File: config.mk
export PLATFORM = sky130hd
export DESIGN_NAME = mm_codebreaker
export DESIGN_NICKNAME = d
export VERILOG_FILES = /design/src/rtl/mm_pkg.sv /design/src/rtl/mm_score.sv /design/src/rtl/mm_codebreaker.sv
export SDC_FILE = /design/constraint.sdc
export NUM_CORES = 1
export LEC_CHECK = 0
export ABC_AREA = 1
export CAP_MARGIN = 20
export CORE_ASPECT_RATIO = 1.75
export CORE_MARGIN = 4
export CORE_UTILIZATION = 30
export CTS_CLUSTER_SIZE = 28
export DETAILED_ROUTE_END_ITERATION = 7
export PLACE_DENSITY = 0.56
export SETUP_SLACK_MARGIN = 0.5
export SKIP_LAST_GASP = 1
export SLEW_MARGIN = 20
export SYNTH_ARGS = -nofsm -noshare
export SYNTH_HDL_FRONTEND = slang
export SYNTH_SLANG_ARGS = --single-unit
File: constraint.sdc
create_clock -name clk -period 8.6 [get_ports clk]
set_clock_uncertainty 0.2 [all_clocks]
set_input_delay 2.58 -clock clk [delete_from_list [all_inputs] [get_ports clk]]
set_output_delay 2.58 -clock clk [all_outputs]
set_load 0.01 [all_outputs]
File: src/rtl/mm_pkg.sv
// Shared definitions for the Mastermind codebreaker and its scorer:
// code geometry, FSM state encoding, history-entry layout and the
// feedback legality test used when feedback checking is compiled in.
package mm_pkg;

   localparam int POSITIONS = 4;
   localparam int DIGIT_W   = 3;
   localparam int CODE_W    = 12;
   localparam int FB_W      = 3;
   localparam int COLOURS   = 1 << DIGIT_W;

   typedef enum logic [2:0] {
      ST_IDLE,
      ST_OFFER,
      ST_WAIT_FB,
      ST_CHECK,
      ST_SOLVED,
      ST_FAIL
   } state_t;

   typedef struct packed {
      logic [CODE_W-1:0] code;
      logic [FB_W-1:0]   red;
      logic [FB_W-1:0]   white;
   } hist_entry_t;

   // Feedback no real secret can produce: too many pegs, or 3 red + 1 white
   function automatic logic fb_illegal(input logic [FB_W-1:0] red,
                                       input logic [FB_W-1:0] white);
      logic [FB_W:0] total;
      total = {1'b0, red} + {1'b0, white};
      return (total > (FB_W+1)'(4)) ||
             ((red == FB_W'(3)) && (white == FB_W'(1))) ||
             (red > FB_W'(4)) || (white > FB_W'(4));
   endfunction

endpackage

File: src/rtl/mm_score.sv
// Combinational Mastermind scorer: red = positions with equal colour,
// white = shared colours (multiset intersection) minus red.
module mm_score
   import mm_pkg::*;
(
   input  logic [CODE_W-1:0] a,
   input  logic [CODE_W-1:0] b,
   output logic [FB_W-1:0]   red,
   output logic [FB_W-1:0]   white
);

   logic [POSITIONS-1:0]    pos_eq;
   logic [COLOURS*FB_W-1:0] common_flat;
   logic [FB_W-1:0]         red_sum;
   logic [FB_W-1:0]         common_sum;

   for (genvar gi = 0; gi < POSITIONS; gi++) begin : g_pos
      assign pos_eq[gi] = (a[gi*DIGIT_W +: DIGIT_W] == b[gi*DIGIT_W +: DIGIT_W]);
   end

   for (genvar gi = 0; gi < COLOURS; gi++) begin : g_col
      logic [FB_W-1:0] cnt_a;
      logic [FB_W-1:0] cnt_b;
      // occurrences of colour gi in each code, then their minimum
      always_comb begin
         cnt_a = '0;
         cnt_b = '0;
         for (int p = 0; p < POSITIONS; p++) begin
            if (a[p*DIGIT_W +: DIGIT_W] == DIGIT_W'(gi)) cnt_a = cnt_a + FB_W'(1);
            if (b[p*DIGIT_W +: DIGIT_W] == DIGIT_W'(gi)) cnt_b = cnt_b + FB_W'(1);
         end
      end
      assign common_flat[gi*FB_W +: FB_W] = (cnt_a < cnt_b) ? cnt_a : cnt_b;
   end

   // totals of exact matches and colour matches
   always_comb begin
      red_sum    = '0;
      common_sum = '0;
      for (int p = 0; p < POSITIONS; p++)
         red_sum = red_sum + FB_W'(pos_eq[p]);
      for (int c = 0; c < COLOURS; c++)
         common_sum = common_sum + common_flat[c*FB_W +: FB_W];
   end

   assign red   = red_sum;
   assign white = common_sum - red_sum;

endmodule

File: src/rtl/mm_codebreaker.sv
// Automatic Mastermind codebreaker. Offers the lowest code above the
// previous guess that is consistent with every recorded feedback entry,
// testing one history entry per cycle.
// Optional build macro MM_SOLVER_FBCHECK_EN: impossible feedback sends
// the game straight to FAIL without being recorded.
module mm_codebreaker
   import mm_pkg::*;
#(
   parameter int MAX_GUESSES = 8
)(
   input  logic              clk,
   input  logic              resetn,
   input  logic              start,
   output logic [CODE_W-1:0] guess,
   output logic              guess_valid,
   input  logic              guess_ready,
   input  logic              fb_valid,
   input  logic [FB_W-1:0]   fb_red,
   input  logic [FB_W-1:0]   fb_white,
   output logic              busy,
   output logic              solved,
   output logic              fail,
   output logic [4:0]        guess_count
);

   localparam int IDX_W = (MAX_GUESSES > 1) ? $clog2(MAX_GUESSES) : 1;
   localparam int CNT_W = 5;
   localparam logic [CNT_W-1:0] MAX_CNT = CNT_W'(MAX_GUESSES);
   localparam logic [CODE_W-1:0] LAST_CODE = '1;

   state_t            state_reg;
   logic [CODE_W-1:0] cand_reg;
   logic [CNT_W-1:0]  hist_cnt_reg;
   logic [IDX_W-1:0]  idx_reg;
   logic              guess_valid_reg;
   logic              busy_reg;
   logic              solved_reg;
   logic              fail_reg;
   logic [CNT_W-1:0]  guess_count_reg;

   hist_entry_t hist_mem [MAX_GUESSES];
   hist_entry_t hist_rd;
   logic [FB_W-1:0] chk_red;
   logic [FB_W-1:0] chk_white;
   logic            chk_match;
   logic            chk_last;
   logic            fb_bad;
   logic            hist_wr;

   assign hist_rd   = hist_mem[idx_reg];
   assign chk_match = (chk_red == hist_rd.red) && (chk_white == hist_rd.white);
   assign chk_last  = ((CNT_W'(idx_reg) + CNT_W'(1)) == hist_cnt_reg);

`ifdef MM_SOLVER_FBCHECK_EN
   assign fb_bad = fb_illegal(fb_red, fb_white);
`else
   assign fb_bad = 1'b0;
`endif

   assign hist_wr = (state_reg == ST_WAIT_FB) && fb_valid && !fb_bad;

   mm_score u_score (
      .a     (cand_reg),
      .b     (hist_rd.code),
      .red   (chk_red),
      .white (chk_white)
   );

   // history storage; contents are don't-care after reset
   always_ff @(posedge clk) begin
      if (hist_wr)
         hist_mem[hist_cnt_reg[IDX_W-1:0]] <= {cand_reg, fb_red, fb_white};
   end

   // game control FSM with registered status outputs
   always_ff @(posedge clk) begin
      if (!resetn) begin
         state_reg       <= ST_IDLE;
         cand_reg        <= '0;
         hist_cnt_reg    <= '0;
         idx_reg         <= '0;
         guess_valid_reg <= 1'b0;
         busy_reg        <= 1'b0;
         solved_reg      <= 1'b0;
         fail_reg        <= 1'b0;
         guess_count_reg <= '0;
      end else begin
         case (state_reg)
            ST_IDLE, ST_SOLVED, ST_FAIL: begin
               if (start) begin
                  state_reg       <= ST_OFFER;
                  cand_reg        <= '0;
                  hist_cnt_reg    <= '0;
                  idx_reg         <= '0;
                  guess_count_reg <= '0;
                  solved_reg      <= 1'b0;
                  fail_reg        <= 1'b0;
                  busy_reg        <= 1'b1;
                  guess_valid_reg <= 1'b1;
               end
            end
            ST_OFFER: begin
               if (guess_ready) begin
                  guess_valid_reg <= 1'b0;
                  guess_count_reg <= guess_count_reg + CNT_W'(1);
                  state_reg       <= ST_WAIT_FB;
               end
            end
            ST_WAIT_FB: begin
               if (fb_valid) begin
                  if (fb_bad) begin
                     state_reg <= ST_FAIL;
                     fail_reg  <= 1'b1;
                     busy_reg  <= 1'b0;
                  end else begin
                     hist_cnt_reg <= hist_cnt_reg + CNT_W'(1);
                     if (fb_red == FB_W'(4)) begin
                        state_reg  <= ST_SOLVED;
                        solved_reg <= 1'b1;
                        busy_reg   <= 1'b0;
                     end else if ((guess_count_reg == MAX_CNT) || (cand_reg == LAST_CODE)) begin
                        state_reg <= ST_FAIL;
                        fail_reg  <= 1'b1;
                        busy_reg  <= 1'b0;
                     end else begin
                        cand_reg  <= cand_reg + CODE_W'(1);
                        idx_reg   <= '0;
                        state_reg <= ST_CHECK;
                     end
                  end
               end
            end
            ST_CHECK: begin
               if (!chk_match) begin
                  if (cand_reg == LAST_CODE) begin
                     state_reg <= ST_FAIL;
                     fail_reg  <= 1'b1;
                     busy_reg  <= 1'b0;
                  end else begin
                     cand_reg <= cand_reg + CODE_W'(1);
                     idx_reg  <= '0;
                  end
               end else if (chk_last) begin
                  state_reg       <= ST_OFFER;
                  guess_valid_reg <= 1'b1;
               end else begin
                  idx_reg <= idx_reg + IDX_W'(1);
               end
            end
            default: begin
               state_reg <= ST_IDLE;
               busy_reg  <= 1'b0;
            end
         endcase
      end
   end

   assign guess       = cand_reg;
   assign guess_valid = guess_valid_reg;
   assign busy        = busy_reg;
   assign solved      = solved_reg;
   assign fail        = fail_reg;
   assign guess_count = guess_count_reg;

endmodule

# --- Word level (Yosys, flattened, before mapping) ---
# Memories as Yosys holds them, arrays and structs flattened. A register that Yosys moved wholly into a read port is not among the register bits.
# Index checks and enable logic that the tools add are counted.
word_totals:
  word_cells: 323
  ramBits: 144
  reg_bits: 32
  memories: 1
  in_bits: 11
  output_inout_bits: 21
op_classes:
  order_cmp: 8
  n_reduce_logical: 26
  n_mux: 126
  n_addsub: 64
  n_eq_ne: 88
  bitwise_logic: 1
mem_list:
  columns: ["memory", "words", "word_bits", "rd", "rd_clocked_by_memory_dff", "write_ports", "line_no", "text"]
  rows:
  - ["hist_mem", 8, 18, 1, 1, 1, "mm_codebreaker.sv:41", "hist_entry_t hist_mem [MAX_GUESSES];"]
ops:
  columns: ["cell", "n"]
  rows:
  - ["3-bit 2-to-1 mux", 73]
  - ["3-bit == test (second input constant)", 35]
  - ["3-bit by 1-bit adder with 3-bit output (second input constant)", 33]
  - ["12-bit 2-to-1 mux", 6]
  - ["3-bit by 2-bit == test with 1-bit output (second input constant)", 18]
  - ["12-bit one-hot mux with 3 select lines", 1]
  - ["1-bit 2-to-1 mux", 35]
  - ["1-bit by 1-bit adder with 2-bit output (second input constant)", 16]
  - ["3-bit by 1-bit == test with 1-bit output (second input constant)", 9]
  - ["3-bit logical NOT", 9]
  - ["3-bit less-than comparator", 8]
  - ["3-bit adder", 7]
  - ["7-bit AND reduction", 3]
  - ["2-bit inequality test (second input constant)", 10]
  - ["5-bit one-hot mux with 2 select lines", 2]
  - ["3-bit == test", 6]
  - ["5-bit 2-to-1 mux", 3]
  - ["12-bit by 1-bit adder with 12-bit output (second input constant)", 1]
  - ["12-bit == test (second input constant)", 1]
  - ["3-bit inequality test (second input constant)", 4]
  - ["3-bit one-hot mux with 4 select lines", 1]
  - ["5-bit by 1-bit adder with 5-bit output (second input constant)", 2]
  - ["5-bit AND reduction", 2]
  - ["3-bit one-hot mux with 3 select lines", 1]
  - ["other kinds (20)", 27]

# --- Longest topological paths before layout ---
depth:
  depth_word: 24
  ltp_mapped: 49
  ltp_nobuf: 46

# --- Modules after synthesis ---
# From an unflattened synthesis, not the netlist that was laid out.
hier_totals:
  cells_unflattened: 1456
  hier_area_um2: 11599.9
modules_own_cells:
  columns: ["mod", "area_each_um2", "cells_each", "seq_area_each_um2", "n_inst"]
  rows:
  - ["mm_codebreaker", 7711.1, 773, 5024.8, 1]
  - ["mm_score", 3888.7, 683, 0.0, 1]

# --- Least setup slack after synthesis ---
# Ideal clock, no wire load.
synth_path:
  path_kind: "flip-flop to flip-flop"
  from: "reg with a tool-made name"
  to: "reg with a tool-made name"
  path_stages_with_launch: 48
  period_less_slack_ns: 6.419
  setup_ns: 0.118
  path_slack_ns: 2.181
  arrival_ns: 6.101
  cell_sequence: "dfxtp_1 -> buf_4 -> buf_4 -> buf_4 -> nor2_1 -> o22ai_1 -> inv_1 -> o21ai_0 -> inv_1 -> nor2_1 -> inv_1 -> nor2_1 -> ha_1 -> inv_1 -> nand3_1 -> nand2_1 -> ha_1 -> inv_1 -> [... 12 more ...] -> ha_1 -> inv_1 -> nand2_1 -> nand2_1 -> inv_1 -> nand2_1 -> nand2_1 -> inv_1 -> nand2_1 -> nand2_1 -> inv_1 -> nand3_1 -> nand2_1 -> nand2_2 -> nand2_1 -> nand3_2 -> a21oi_1 -> nor2_1"

==> metrics.csv <==
stage,metric,value,unit
layout,final_cell_mix,"335 x nand2_1, 185 x inv_1, 166 x nor2_1",
worst_setup_path,cp-start-kind,register,
layout,syn_to_final_growth,12.89,%
sta,finalCritPeriodShare,0.8735,
floorplanning,die_w,158.0,um
grt,met1_usage,0.1589,
clocking,clk_latency,0.44,ns
worst_setup_path,cpMostUsedCell,inv_1,
sta,setup_tns,0,ns
clocking,cts_inserted_buffers,17,
clocking,postCtsResizedCells,0,
sta,worst_slew_pin_slew,1.003,ns
layout,seqCellArea,0.005026,mm2
grt,grt_max_degree,54,
detailed_routing,drt_wl_total,33210,um
place,place_congestion,0.8904,
detailed_routing,ant_nets,0,
floorplanning,die_y,270.5,um
place,dp_hpwl,25280,um
layout,multi_input_comb_area,0.005842,mm2
floorplanning,core,0.03863,mm2
layout,drive_gt1_frac,0.07475,
clocking,cts_post_setup_buffers_inserted,0,
sta,slew_violations,0,
synthesis,synth_seq_cells,179,
worst_setup_path,endpoint_kind,register,
clocking,cts_max_level,4,
sta,hold_viol_final,0,
worst_setup_path,crit_slowest_cell,fa_1,
layout,diodes,0,
synthesis,avgSynthCellArea,8.193,um2
synthesis,synthCells,1442,
hold_path,hold_depth,2,
layout,final_common_cell,nand2_1,
worst_setup_path,r2r_end,guess[1],
synthesis,async_flop_share,0,
clocking,cts_root_buffer,clkbuf_16,
grt,grtUsageMet3,0.01631,
worst_setup_path,max_stage_delay,0.55,ns
grt,grt_overflow_total,0,
worst_setup_path,reg2reg_slack,1.09,ns
detailed_routing,dr_total_vias,9534,
job,drv_cap,0,
grt,gr-usage-met2,0.2996,
layout,fin_nets,1580,
grt,grt_pass1_wl,51120,um
hold_path,hold_end,fail,
floorplanning,die-area,0.04274,mm2
worst_setup_path,ff2ff_path_depth,44,
synthesis,synthesis.nets,1550,
synthesis,synth_area,0.01181,mm2
worst_setup_path,critPathTopFamily,adder cells,
clocking,cts_tree,built,
worst_setup_path,cp_max_fo,18,
synthesis,yosysSeqAreaShare,0.4253,
clocking,clockBufferDepth,2,
floorplanning,io_pins,32,
layout,n_fill_cell,3930,
worst_setup_path,worst-setup-path-type,register to register,
clocking,ctsHoldBuffers,0,
worst_setup_path,crit_buf_inv,12,
detailed_routing,drt_iter0_drc,507,
worst_setup_path,arrival,7.63,ns
worst_setup_path,critical_path_depth,44,
status,outcome,"complete, no violations",
clocking,cts_sinks,179,
grt,grt_busiest_layer,met2,
floorplanning,row_count,95,
detailed_routing,firstDrtPassIters,5,
floorplanning,start_util,0.3058,
synthesis,synthDistinctLibCells,42,
sta,fmax,133.1,MHz
grt,antenna_found_initial,0,
clocking,clk_pin_slew,0.08,ns
sta,fin_crit,7.512,ns
detailed_routing,avgRoutedWirePerCell,16.86,um
sta,finalSetupViolations,0,
grt,grt_pass1_vias,9320,
grt,grtUsageTotal,0.1564,
place,port_buffers,31,
hold_path,holdCritStartpoint,fail,
synthesis,ys_warn_count,0,
detailed_routing,drc,0,
sta,maxSlewHeadroom,0.3302,
worst_setup_path,cp.required,8.72,ns
synthesis,synth_top_flop_cell,edfxtp_1,
synthesis,synth-edff-count,144,
layout,largest_register_ff_count,144,
sta,rsz0062_at_grt,false,
detailed_routing,viasPerCell,4.840,
hold_path,min_path_type,register to register,
[final cells by class]
type / instances / share of cell area
clock buffers: 17 / 0.03190
flip-flops and latches: 179 / 0.3769
inverters: 192 / 0.05423
repair buffers: 59 / 0.03959
clock inverters: 15 / 0.01389
well taps: 485 / 0.04550
multi-input cells: 1023 / 0.4380
[cells by family after synthesis]
kind of cell | after synthesis | share of synthesized area
AO/OA/AOI/OAI | 155 | 0.07573
XOR/XNOR | 56 | 0.04152
adder cells (fa/ha/maj) | 97 | 0.1091
buffers and inverters | 240 | 0.08494
flip-flops | 179 | 0.4253
multiplexers | 8 | 0.006778
AND/OR/NAND/NOR | 707 | 0.2566
[metal layers]
layer / part of all wire / wire length, um
met5: 0 / 0
met2: 0.55 / 18390
met1: 0.37 / 12130
met4: 0.055 / 1818
met3: 0.026 / 872
[worst min-delay path, stage by stage (launching register included)]
cell and delay (ns):
dfxtp_1 0.32, inv_1 0.05, a21oi_1 0.05
[cells in the mapped netlist, types with 8 or more instances]
master,instances,area share
dfxtp_1,35,0.059
edfxtp_1,144,0.37
o21ai_2,10,0.0074
a21oi_1,36,0.015
nand3b_1,9,0.0057
o21ai_1,24,0.010
nand3_1,120,0.051
ha_1,87,0.092
nand2_1,335,0.11
nor3_1,26,0.011
xor2_1,41,0.030
nand4_1,19,0.010
inv_1,185,0.059
buf_2,26,0.011
clkbuf_1,10,0.0032
nor2_1,169,0.054
mux2i_1,8,0.0068
o21ai_0,58,0.025
xnor2_1,15,0.011
o22ai_1,16,0.0085
fa_1,10,0.017
[worst max-delay path by stage]
| stage | start | endpoint | slack [ns] |
|---|---|---|---|
| global placement | register | guess[2] | 0.89 |
| floorplan | register | register | 2.18 |
| finish | register | guess[1] | 1.09 |
| global route | register | register | 0.53 |
| CTS | register | guess[1] | 0.76 |
| detailed placement | register | guess[1] | 0.77 |
[metrics by stage]
step           hold WS (ns)    util  worst slack (ns)  cells  cell area [um2]
2_1_floorplan        0.2693       -             2.181   1442            11810
3_3_place_gp         0.2385  0.3288            0.8866   1938            12700
3_5_place_dp         0.2693  0.3288            0.7729   1938            12700
4_1_cts              0.2813  0.3446            0.7639   1970            13310
5_1_grt              0.2962  0.3452            0.5340   1970            13340
6_report             0.2706  0.3452             1.088   1970            13340
Power is left out: the tool's default activity adds up to more than one toggle a clock period on the data nets, which glitch-free logic cannot reach.
